[config.mk]
export PLATFORM = sky130hd
export DESIGN_NAME = seg7_letter_sequencer
export DESIGN_NICKNAME = d
export VERILOG_FILES = /design/src/rtl/seg7_pkg.sv /design/src/rtl/sync_edge.sv /design/src/rtl/seg7_letter_sequencer.sv
export SDC_FILE = /design/constraint.sdc
export NUM_CORES = 1
export LEC_CHECK = 0
export BUFFER_PORTS_ARGS = -buffer_cell sky130_fd_sc_hd__buf_2
export CAP_MARGIN = 20
export CORE_ASPECT_RATIO = 1.25
export CORE_MARGIN = 5
export CORE_UTILIZATION = 25
export CTS_CLUSTER_SIZE = 25
export DETAILED_ROUTE_END_ITERATION = 8
export PLACE_DENSITY = 0.47
export SLEW_MARGIN = 5
export SYNTH_ARGS = -nofsm -noshare
export SYNTH_HDL_FRONTEND = slang
export SYNTH_SLANG_ARGS = --single-unit
[constraint.sdc]
create_clock -name clk -period 1.85 [get_ports clk]
set_input_delay 0.2775 -clock clk [delete_from_list [all_inputs] [get_ports clk]]
set_output_delay 0.2775 -clock clk [all_outputs]
set_load 0.02 [all_outputs]
[src/rtl/seg7_pkg.sv]
// Shared types and code constants for the seg7 letter decoder and its sequencer.
package seg7_pkg;

  typedef enum logic [1:0] {
    BLANK = 2'd0,
    RUN   = 2'd1,
    PAUSE = 2'd2
  } state_t;

  localparam logic [3:0] CODE_BLANK = 4'hF;
  localparam logic [3:0] CODE_A     = 4'd0;
  localparam logic [3:0] CODE_B     = 4'd1;
  localparam logic [3:0] CODE_C     = 4'd2;
  localparam logic [3:0] CODE_D     = 4'd3;
  localparam logic [3:0] CODE_E     = 4'd4;
  localparam logic [3:0] CODE_F     = 4'd5;

endpackage

[src/rtl/sync_edge.sv]
// Two-flop pin synchroniser with an optional third flop for rising-edge detection.
module sync_edge #(
  parameter bit RISE_EN = 1'b0
) (
  input  logic clk,
  input  logic rst_n,
  input  logic ena,
  input  logic d,
  output logic q,
  output logic rise
);

  logic s1, s2;

  always_ff @(posedge clk or negedge rst_n) begin
    if (!rst_n) begin
      s1 <= '0;
      s2 <= '0;
    end else if (ena) begin
      s1 <= d;
      s2 <= s1;
    end
  end

  assign q = s2;

  generate
    if (RISE_EN) begin : g_rise
      logic s3;
      always_ff @(posedge clk or negedge rst_n) begin
        if (!rst_n)   s3 <= '0;
        else if (ena) s3 <= s2;
      end
      assign rise = s2 & ~s3;
    end else begin : g_no_rise
      assign rise = 1'b0;
    end
  endgenerate

endmodule

[src/rtl/seg7_letter_sequencer.sv]
// Steps the decoder's letter code 0..LAST_CODE automatically or per step press, with a blank state.
module seg7_letter_sequencer
  import seg7_pkg::*;
#(
  parameter int unsigned TICK_DIV  = 12_000_000,
  parameter int unsigned CNT_W     = 24,
  parameter int unsigned LAST_CODE = 5
) (
  input  logic       clk,
  input  logic       rst_n,
  input  logic       ena,
  input  logic       clr,
  input  logic       run,
  input  logic       dir,
  input  logic       step,
  output logic [3:0] digit,
  output logic       active,
  output logic       wrap
);

  localparam logic [3:0]       LAST = 4'(LAST_CODE);
  localparam logic [CNT_W-1:0] TERM = CNT_W'(TICK_DIV - 1);

  logic clr_s, run_s, dir_s, step_s, step_rise;
  logic clr_rise_unused, run_rise_unused, dir_rise_unused, step_s_unused;

  sync_edge #(.RISE_EN(1'b0)) u_clr  (.clk(clk), .rst_n(rst_n), .ena(ena), .d(clr),  .q(clr_s),  .rise(clr_rise_unused));
  sync_edge #(.RISE_EN(1'b0)) u_run  (.clk(clk), .rst_n(rst_n), .ena(ena), .d(run),  .q(run_s),  .rise(run_rise_unused));
  sync_edge #(.RISE_EN(1'b0)) u_dir  (.clk(clk), .rst_n(rst_n), .ena(ena), .d(dir),  .q(dir_s),  .rise(dir_rise_unused));
  sync_edge #(.RISE_EN(1'b1)) u_step (.clk(clk), .rst_n(rst_n), .ena(ena), .d(step), .q(step_s), .rise(step_rise));

  assign step_s_unused = step_s;

  state_t           state, state_n;
  logic [3:0]       code, code_n, adv_code;
  logic [CNT_W-1:0] cnt, cnt_n;
  logic             wrap_q, wrap_n, adv_wrap, do_adv;

  always_comb begin
    if (dir_s) begin
      adv_wrap = (code == 4'd0);
      adv_code = adv_wrap ? LAST : code - 4'd1;
    end else begin
      adv_wrap = (code == LAST);
      adv_code = adv_wrap ? 4'd0 : code + 4'd1;
    end
  end

  always_comb begin
    state_n = state;
    code_n  = code;
    cnt_n   = cnt;
    wrap_n  = 1'b0;
    do_adv  = 1'b0;
    if (clr_s) begin
      state_n = BLANK;
      code_n  = CODE_BLANK;
      cnt_n   = '0;
    end else begin
      unique case (state)
        BLANK: begin
          if (run_s) begin
            state_n = RUN;
            code_n  = CODE_A;
            cnt_n   = '0;
          end else if (step_rise) begin
            state_n = PAUSE;
            code_n  = CODE_A;
          end
        end
        RUN: begin
          // Dropping run wins over a coincident terminal count: no advance.
          if (!run_s) begin
            state_n = PAUSE;
            cnt_n   = '0;
          end else if (cnt == TERM) begin
            cnt_n  = '0;
            do_adv = 1'b1;
          end else begin
            cnt_n = cnt + 1'b1;
          end
        end
        PAUSE: begin
          if (run_s) begin
            state_n = RUN;
            cnt_n   = '0;
          end else if (step_rise) begin
            do_adv = 1'b1;
          end
        end
        default: begin
          state_n = BLANK;
          code_n  = CODE_BLANK;
          cnt_n   = '0;
        end
      endcase
      if (do_adv) begin
        code_n = adv_code;
        wrap_n = adv_wrap;
      end
    end
  end

  always_ff @(posedge clk or negedge rst_n) begin
    if (!rst_n) begin
      state  <= BLANK;
      code   <= CODE_BLANK;
      cnt    <= '0;
      wrap_q <= 1'b0;
    end else if (ena) begin
      state  <= state_n;
      code   <= code_n;
      cnt    <= cnt_n;
      wrap_q <= wrap_n;
    end else begin
      wrap_q <= 1'b0;
    end
  end

  assign digit  = code;
  assign active = (state == RUN) || (state == PAUSE);
  assign wrap   = wrap_q & ena;

endmodule

# Yosys cells after proc, flatten, opt, wreduce, memory -nomap -nowiden
# Index checks and enable logic that the tools add are counted.
[totals]
register_bits = 40
out_inout_bits = 6
elab_cells = 66
[op_classes]
n_addsub = 3
bitwise = 3
n_reduce_logical = 8
mux = 29
eq_ne = 10
[op_table]
columns = ["op", "n"]
rows = [
  ["two-way mux 24 bit", 4],
  ["case mux 24 bit (2 select lines)", 1],
  ["two-way mux 4 bit", 7],
  ["adder 24 x 1 -> 24 bit (second input constant)", 1],
  ["equality test 24 bit (second input constant)", 1],
  ["two-way mux 2 bit", 5],
  ["two-way mux 1 bit", 9],
  ["inequality test 3 x 1 -> 1 bit (second input constant)", 3],
  ["case mux 4 bit (2 select lines)", 1],
  ["case mux 2 bit (3 select lines)", 1],
  ["inequality test 5 x 3 -> 1 bit (second input constant)", 1],
  ["adder 4 x 1 -> 4 bit (second input constant)", 1],
  ["equality test 4 x 3 -> 1 bit (second input constant)", 1],
  ["logical NOT 4 bit", 1],
  ["inequality test 4 x 2 -> 1 bit (second input constant)", 1],
  ["AND reduction 4 bit", 1],
  ["OR reduction 2 bit", 2],
  ["subtractor 4 x 1 -> 4 bit (second input constant)", 1],
  ["inequality test 3 bit (second input constant)", 1],
  ["AND reduction 3 bit", 1],
  ["bitwise AND 1 bit", 2],
  ["equality test 2 x 1 -> 1 bit (second input constant)", 1],
  ["equality test 2 bit (second input constant)", 1],
  ["logical NOT 2 bit", 1],
  ["other kinds (4)", 4],
]

# Depth between registers and ports, before layout
[logic_depth]
word_depth = 9
ltp_mapped = 8
depth_no_buf = 7

# By module
# A second synthesis with hierarchy kept.
[unflattened]
cells_unflattened = 237
area_unflattened_um2 = 2344.7
[modules_own_cells]
columns = ["module", "instances", "seq_area_each_um2", "area_each_um2", "cells_each"]
rows = [
  ["seg7_letter_sequencer", 1, 780.7, 1978.1, 212],
  ["sync_edge at u_clr ...", 3, 50.0, 83.8, 6],
  ["sync_edge at u_step", 1, 75.1, 115.1, 7],
]

# Worst setup path after synthesis
# No wires, ideal clock.
[synth_path]
kind = "flip-flop to flip-flop"
startpoint = "register cnt[0]"
endpoint = "register cnt[22]"
setup_ps = 119
stages_incl_launch_ff = 8
slack_ps = -78
n_path_buf = 1
arrival_ps = 1809
path_cell_list = "dfrtp_1 > ha_1 > inv_1 > or4_1 > buf_2 > nor4_1 > xnor2_1 > nor2_2"
[synth_via]
elab_chain_cells = 5
elab_cells_between_ends = 6
classes_between = "add/sub (1); eq/ne (1); mux (4)"
[synth_lines]
columns = ["item", "line", "rtl"]
rows = [
  ["start: declaration", "seg7_letter_sequencer.sv:36", "logic [CNT_W-1:0] cnt, cnt_n;"],
  ["start signal: assignment", "seg7_letter_sequencer.sv:113", "cnt <= cnt_n;"],
  ["adder 24 x 1 -> 24 bit or equality test 24 bit (tied branches)", "seg7_letter_sequencer.sv:80, seg7_letter_sequencer.sv:76", ""],
  ["two-way mux 24 bit (*)", "seg7_letter_sequencer.sv:76", "end else if (cnt == TERM) begin"],
  ["two-way mux 24 bit (*)", "seg7_letter_sequencer.sv:73", "if (!run_s) begin"],
  ["case mux 24 bit (2 select lines) (*)", "seg7_letter_sequencer.sv:60", "unique case (state)"],
  ["two-way mux 24 bit (*)", "seg7_letter_sequencer.sv:55", "if (clr_s) begin"],
]
# Every way passes the cells marked *; elsewhere a longest branch is shown, timed or not.
# A chain may end at the register's enable or synchronous reset.

# Worst setup path in the final report
[layout_path]
startpoint = "register cnt[5]"
endpoint = "register cnt[16]"
# The elaborated chain is that of the path after synthesis.

==> flow_metrics.py <==
metrics = {
    "routing": {
        "first_pass_iters": 4,
        "detail_route.drc_violations": 0,
        "wl_per_cell_um": 13.10,
        "routed_via_density": 4.723,
        "route.antenna.remaining_nets": 0,
        "via_count": 1998,
        "routed_wl_um": 5542,
        "detailedRoute.firstIterationViolations": 53,
    },
    "die": {
        "fp-row-count": 38,
        "ioPinCount": 13,
        "chipWidth_um": 95.13,
        "placeableCoreArea_mm2": 0.008748,
        "die_height_um": 116.4,
        "initial_core_util": 0.2589,
        "die_area_mm2": 0.01107,
    },
    "status": {
        "result_of_the_run": "finished with violations",
        "violations": "negative setup slack",
    },
    "sta": {
        "final-max-slew-violation-count": 0,
        "maxSlewHeadroom": 0.6113,
        "final_min_period_over_clock_period": 1.002,
        "setup_viol": 1,
        "clock.fmax_mhz": 539.3,
        "fin_worst_skew_ns": 0.005383,
        "setup_repair_after_global_routing_missed_its_margin": "yes",
        "total_count_of_hold_check_failures_in_the_final_report": 0,
        "final_period_minus_worst_setup_slack_ns": 1.854,
        "worst_slack_ns": -0.004131,
        "worst_pin_slew_ns": 0.5787,
    },
    "min_path": {
        "hold_class": "input pin to flop",
    },
    "cts": {
        "cts_inserted_buffers": 5,
        "tritoncts": "built",
        "clock_tree.root_cell": "sky130_fd_sc_hd__clkbuf_8",
        "max-clock-path-buffers": 2,
        "htree_num_levels": 2,
        "total_clock_sinks": 40,
        "cts.reportedPaths.clkPinSlew_ns": 0.08,
        "clock_latency_ns": 0.30,
    },
    "flow_run": {
        "timing.max_cap.violations": 0,
    },
    "power_and_ir_drop": {
        "vdd_drop_max_mv": 0.3111,
        "power.share.switching": 0.3601,
        "power_switching_mw": 1.061,
        "total_leakage_power_nw": 1.427,
        "power.share.clock": 0.241,
        "post-layout-total-power_mw": 2.946,
        "internal_power_component_mw": 1.885,
        "seq_power_share": 0.383,
        "power_frac_comb": 0.376,
        "cell_area_power_density_mw_per_mm2": 938.5,
    },
    "synth": {
        "leading_post_synthesis_cells_by_cell_area": "sky130_fd_sc_hd__dfrtp_1, sky130_fd_sc_hd__nor2_1, sky130_fd_sc_hd__dfstp_2",
        "synth_top_area_cell": "sky130_fd_sc_hd__dfrtp_1",
        "total_of_flip_flops_plus_latches_after_synthesis": 40,
        "ys_async_sr_fraction": 1.000,
        "synth_enable_flop_cells": 0,
        "synthesis.instances": 240,
        "synthDominantCellAreaShare": 0.3978,
        "synth_area_mm2": 0.002265,
        "synth_area_per_cell_um2": 9.436,
        "sequential_to_total_area_share_from_yosys_stat": 0.4442,
        "synth-warning-count": 0,
        "ys.flop_type": "sky130_fd_sc_hd__dfrtp_1",
        "syn-num-nets": 251,
        "synth.lib_cells_used.distinct": 53,
    },
    "placement": {
        "dpl_cell_area_mm2": 0.002799,
        "port_buffers": 12,
        "gp_congestion": 0.7685,
        "dp_hpwl_um": 4013,
    },
    "setup_path": {
        "critical_path_class": "flop to flop",
        "cp.arrival_ns": 2.04,
        "startpoint_type": "flop",
        "required_ns": 2.04,
        "crit_fanout": 6,
        "worst_setup_path_end_kind": "flop",
    },
    "finish": {
        "n_fill_cell": 936,
        "area.growth.synth_to_final_pct": 38.62,
        "final_cell_area_mm2": 0.003139,
        "nets": 313,
        "most-common-layout-cells": "sky130_fd_sc_hd__buf_4, sky130_fd_sc_hd__dfrtp_1, sky130_fd_sc_hd__nor2_1, sky130_fd_sc_hd__nand2_1, sky130_fd_sc_hd__buf_2",
        "layout_cells_sized_above_1": 0.3696,
        "mostFrequentLayoutCell": "sky130_fd_sc_hd__buf_4",
        "number_of_diodes_added_for_antenna_fixing": 0,
    },
    "global_routing": {
        "global_route.overflow_total": 0,
        "global_route_wire_length_before_repair_um": 9508,
        "grt_max_degree": 18,
        "via_count_of_the_first_global_routing_pass": 1964,
        "globalRouteMet3Util": 0.01933,
        "grt.busiest_layer": "met2",
        "track_usage": 0.1089,
        "gr-usage-met2": 0.1873,
        "initial_antenna_violation_count": 0,
        "global_route.usage.met1": 0.1324,
    },
}
[path summary, 6_finish.rpt]
kind	from	to	cells after the start	slack, ns
max in group asynchronous	rst_n	digit[1]	3	0.83
max reg2reg	cnt[5]	cnt[16]	6	-0.004
min	clr	u_clr.s1	2	0.21
min in group asynchronous	rst_n	cnt[13]	2	0.45
min reg2reg	u_dir.s1	u_dir.q	2	0.50
max	cnt[5]	cnt[16]	6	-0.004
[power by group through the flow]
stage | logic, mW | clock network (mW) | registers, mW
final | 1.11 | 0.711 | 1.13
after global routing | 1.23 | 0.777 | 1.15
after CTS | 0.968 | 0.744 | 1.11
after detailed placement | 0.948 | 0 | 1.12
after global placement | 0.954 | 0 | 1.12
after floorplan | 0.607 | 0 | 1.14
[layout make-up]
type | instances | area, µm² | share of cell area
multi-input cells | 180 | 1358 | 0.4324
flip-flops and latches | 40 | 1006 | 0.3204
repair buffers | 64 | 476.7 | 0.1519
well taps | 120 | 150.1 | 0.04783
clock buffers | 6 | 72.57 | 0.02312
inverters | 11 | 41.29 | 0.01315
clock inverters | 2 | 35.03 | 0.01116
[per-layer routing]
metal  share of wire  up-vias  routed length (µm)
li1                -      975                   -
met3           0.024        8                 135
met2            0.52       25                2859
met1            0.44      990                2424
met5               0        -                   0
met4           0.022        0                 122
[cells in the mapped netlist, drive strengths merged (2+ instances only)]
| library cell | number |
|---|---|
| dfstp | 4 |
| nand4 | 6 |
| mux2 | 8 |
| o21ai | 7 |
| nor4 | 4 |
| buf | 5 |
| nand3 | 11 |
| nor3 | 7 |
| nor4b | 3 |
| and3b | 2 |
| o221ai | 2 |
| xor2 | 8 |
| or4 | 2 |
| ha | 4 |
| nand2 | 24 |
| a221oi | 3 |
| o31ai | 4 |
| nor2b | 3 |
| nor2 | 30 |
| and2 | 4 |
| a31oi | 3 |
| inv | 11 |
| o21a | 2 |
| a21oi | 6 |
| and4 | 2 |
| a21o | 3 |
| nand2b | 5 |
| clkbuf | 4 |
| dfrtp | 36 |
| xnor2 | 10 |
[metrics by stage]
step | util | TNS, ns | setup WS (ns) | instances | hold slack (ns)
finish | 0.3588 | -0.004131 | -0.004131 | 423 | 0.2122
global route | 0.3588 | -0.3269 | -0.07274 | 423 | 0.2034
CTS | 0.3415 | 0 | 0.008257 | 417 | 0.1976
detailed placement | 0.3199 | -0.8285 | -0.1477 | 408 | 0.2413
global placement | 0.3199 | -0.7166 | -0.08417 | 408 | 0.2451
floorplan | - | 0 | 0.007296 | 240 | -0.01809
[worst max-delay path, cell delays in order (launching register included)]
cell and delay (ns):
sky130_fd_sc_hd__dfrtp_1 0.39, sky130_fd_sc_hd__nand4_4 0.15, sky130_fd_sc_hd__or4_4 0.63, sky130_fd_sc_hd__buf_4 0.19, sky130_fd_sc_hd__nor3_2 0.19, sky130_fd_sc_hd__xnor2_1 0.14
sky130_fd_sc_hd__nor2_1 0.06
[sequential cells by signal, indices dropped and copies added (netlist names)]
signal and count:
u_dir.s1 1, u_step.s1 1, u_clr.s1 1, u_run.s1 1, cnt 24, u_step.q 1, u_dir.q 1, u_run.q 1
u_clr.q 1, state 2, wrap_q 1, u_step.g_rise.s3 1, digit 4
[cell families after synthesis]
family | count (synthesis) | synth area share
flip-flops | 40 | 0.4442
multiplexers | 9 | 0.04420
XOR/XNOR | 18 | 0.06961
adder cells (fa/ha/maj) | 4 | 0.02210
AO/OA/AOI/OAI | 39 | 0.1249
AND/OR/NAND/NOR | 110 | 0.2586
buffers and inverters | 20 | 0.03646
[what timing repair did]
item	CTS	global route
hold buffers	1	0
gates resized for setup	14	20
hold endpoints to repair	15	0
pin swaps	4	8
endpoints found under the setup margin	25	23
setup buffers	1	6
No activity file was read; power rests on OpenSTA's default activity.
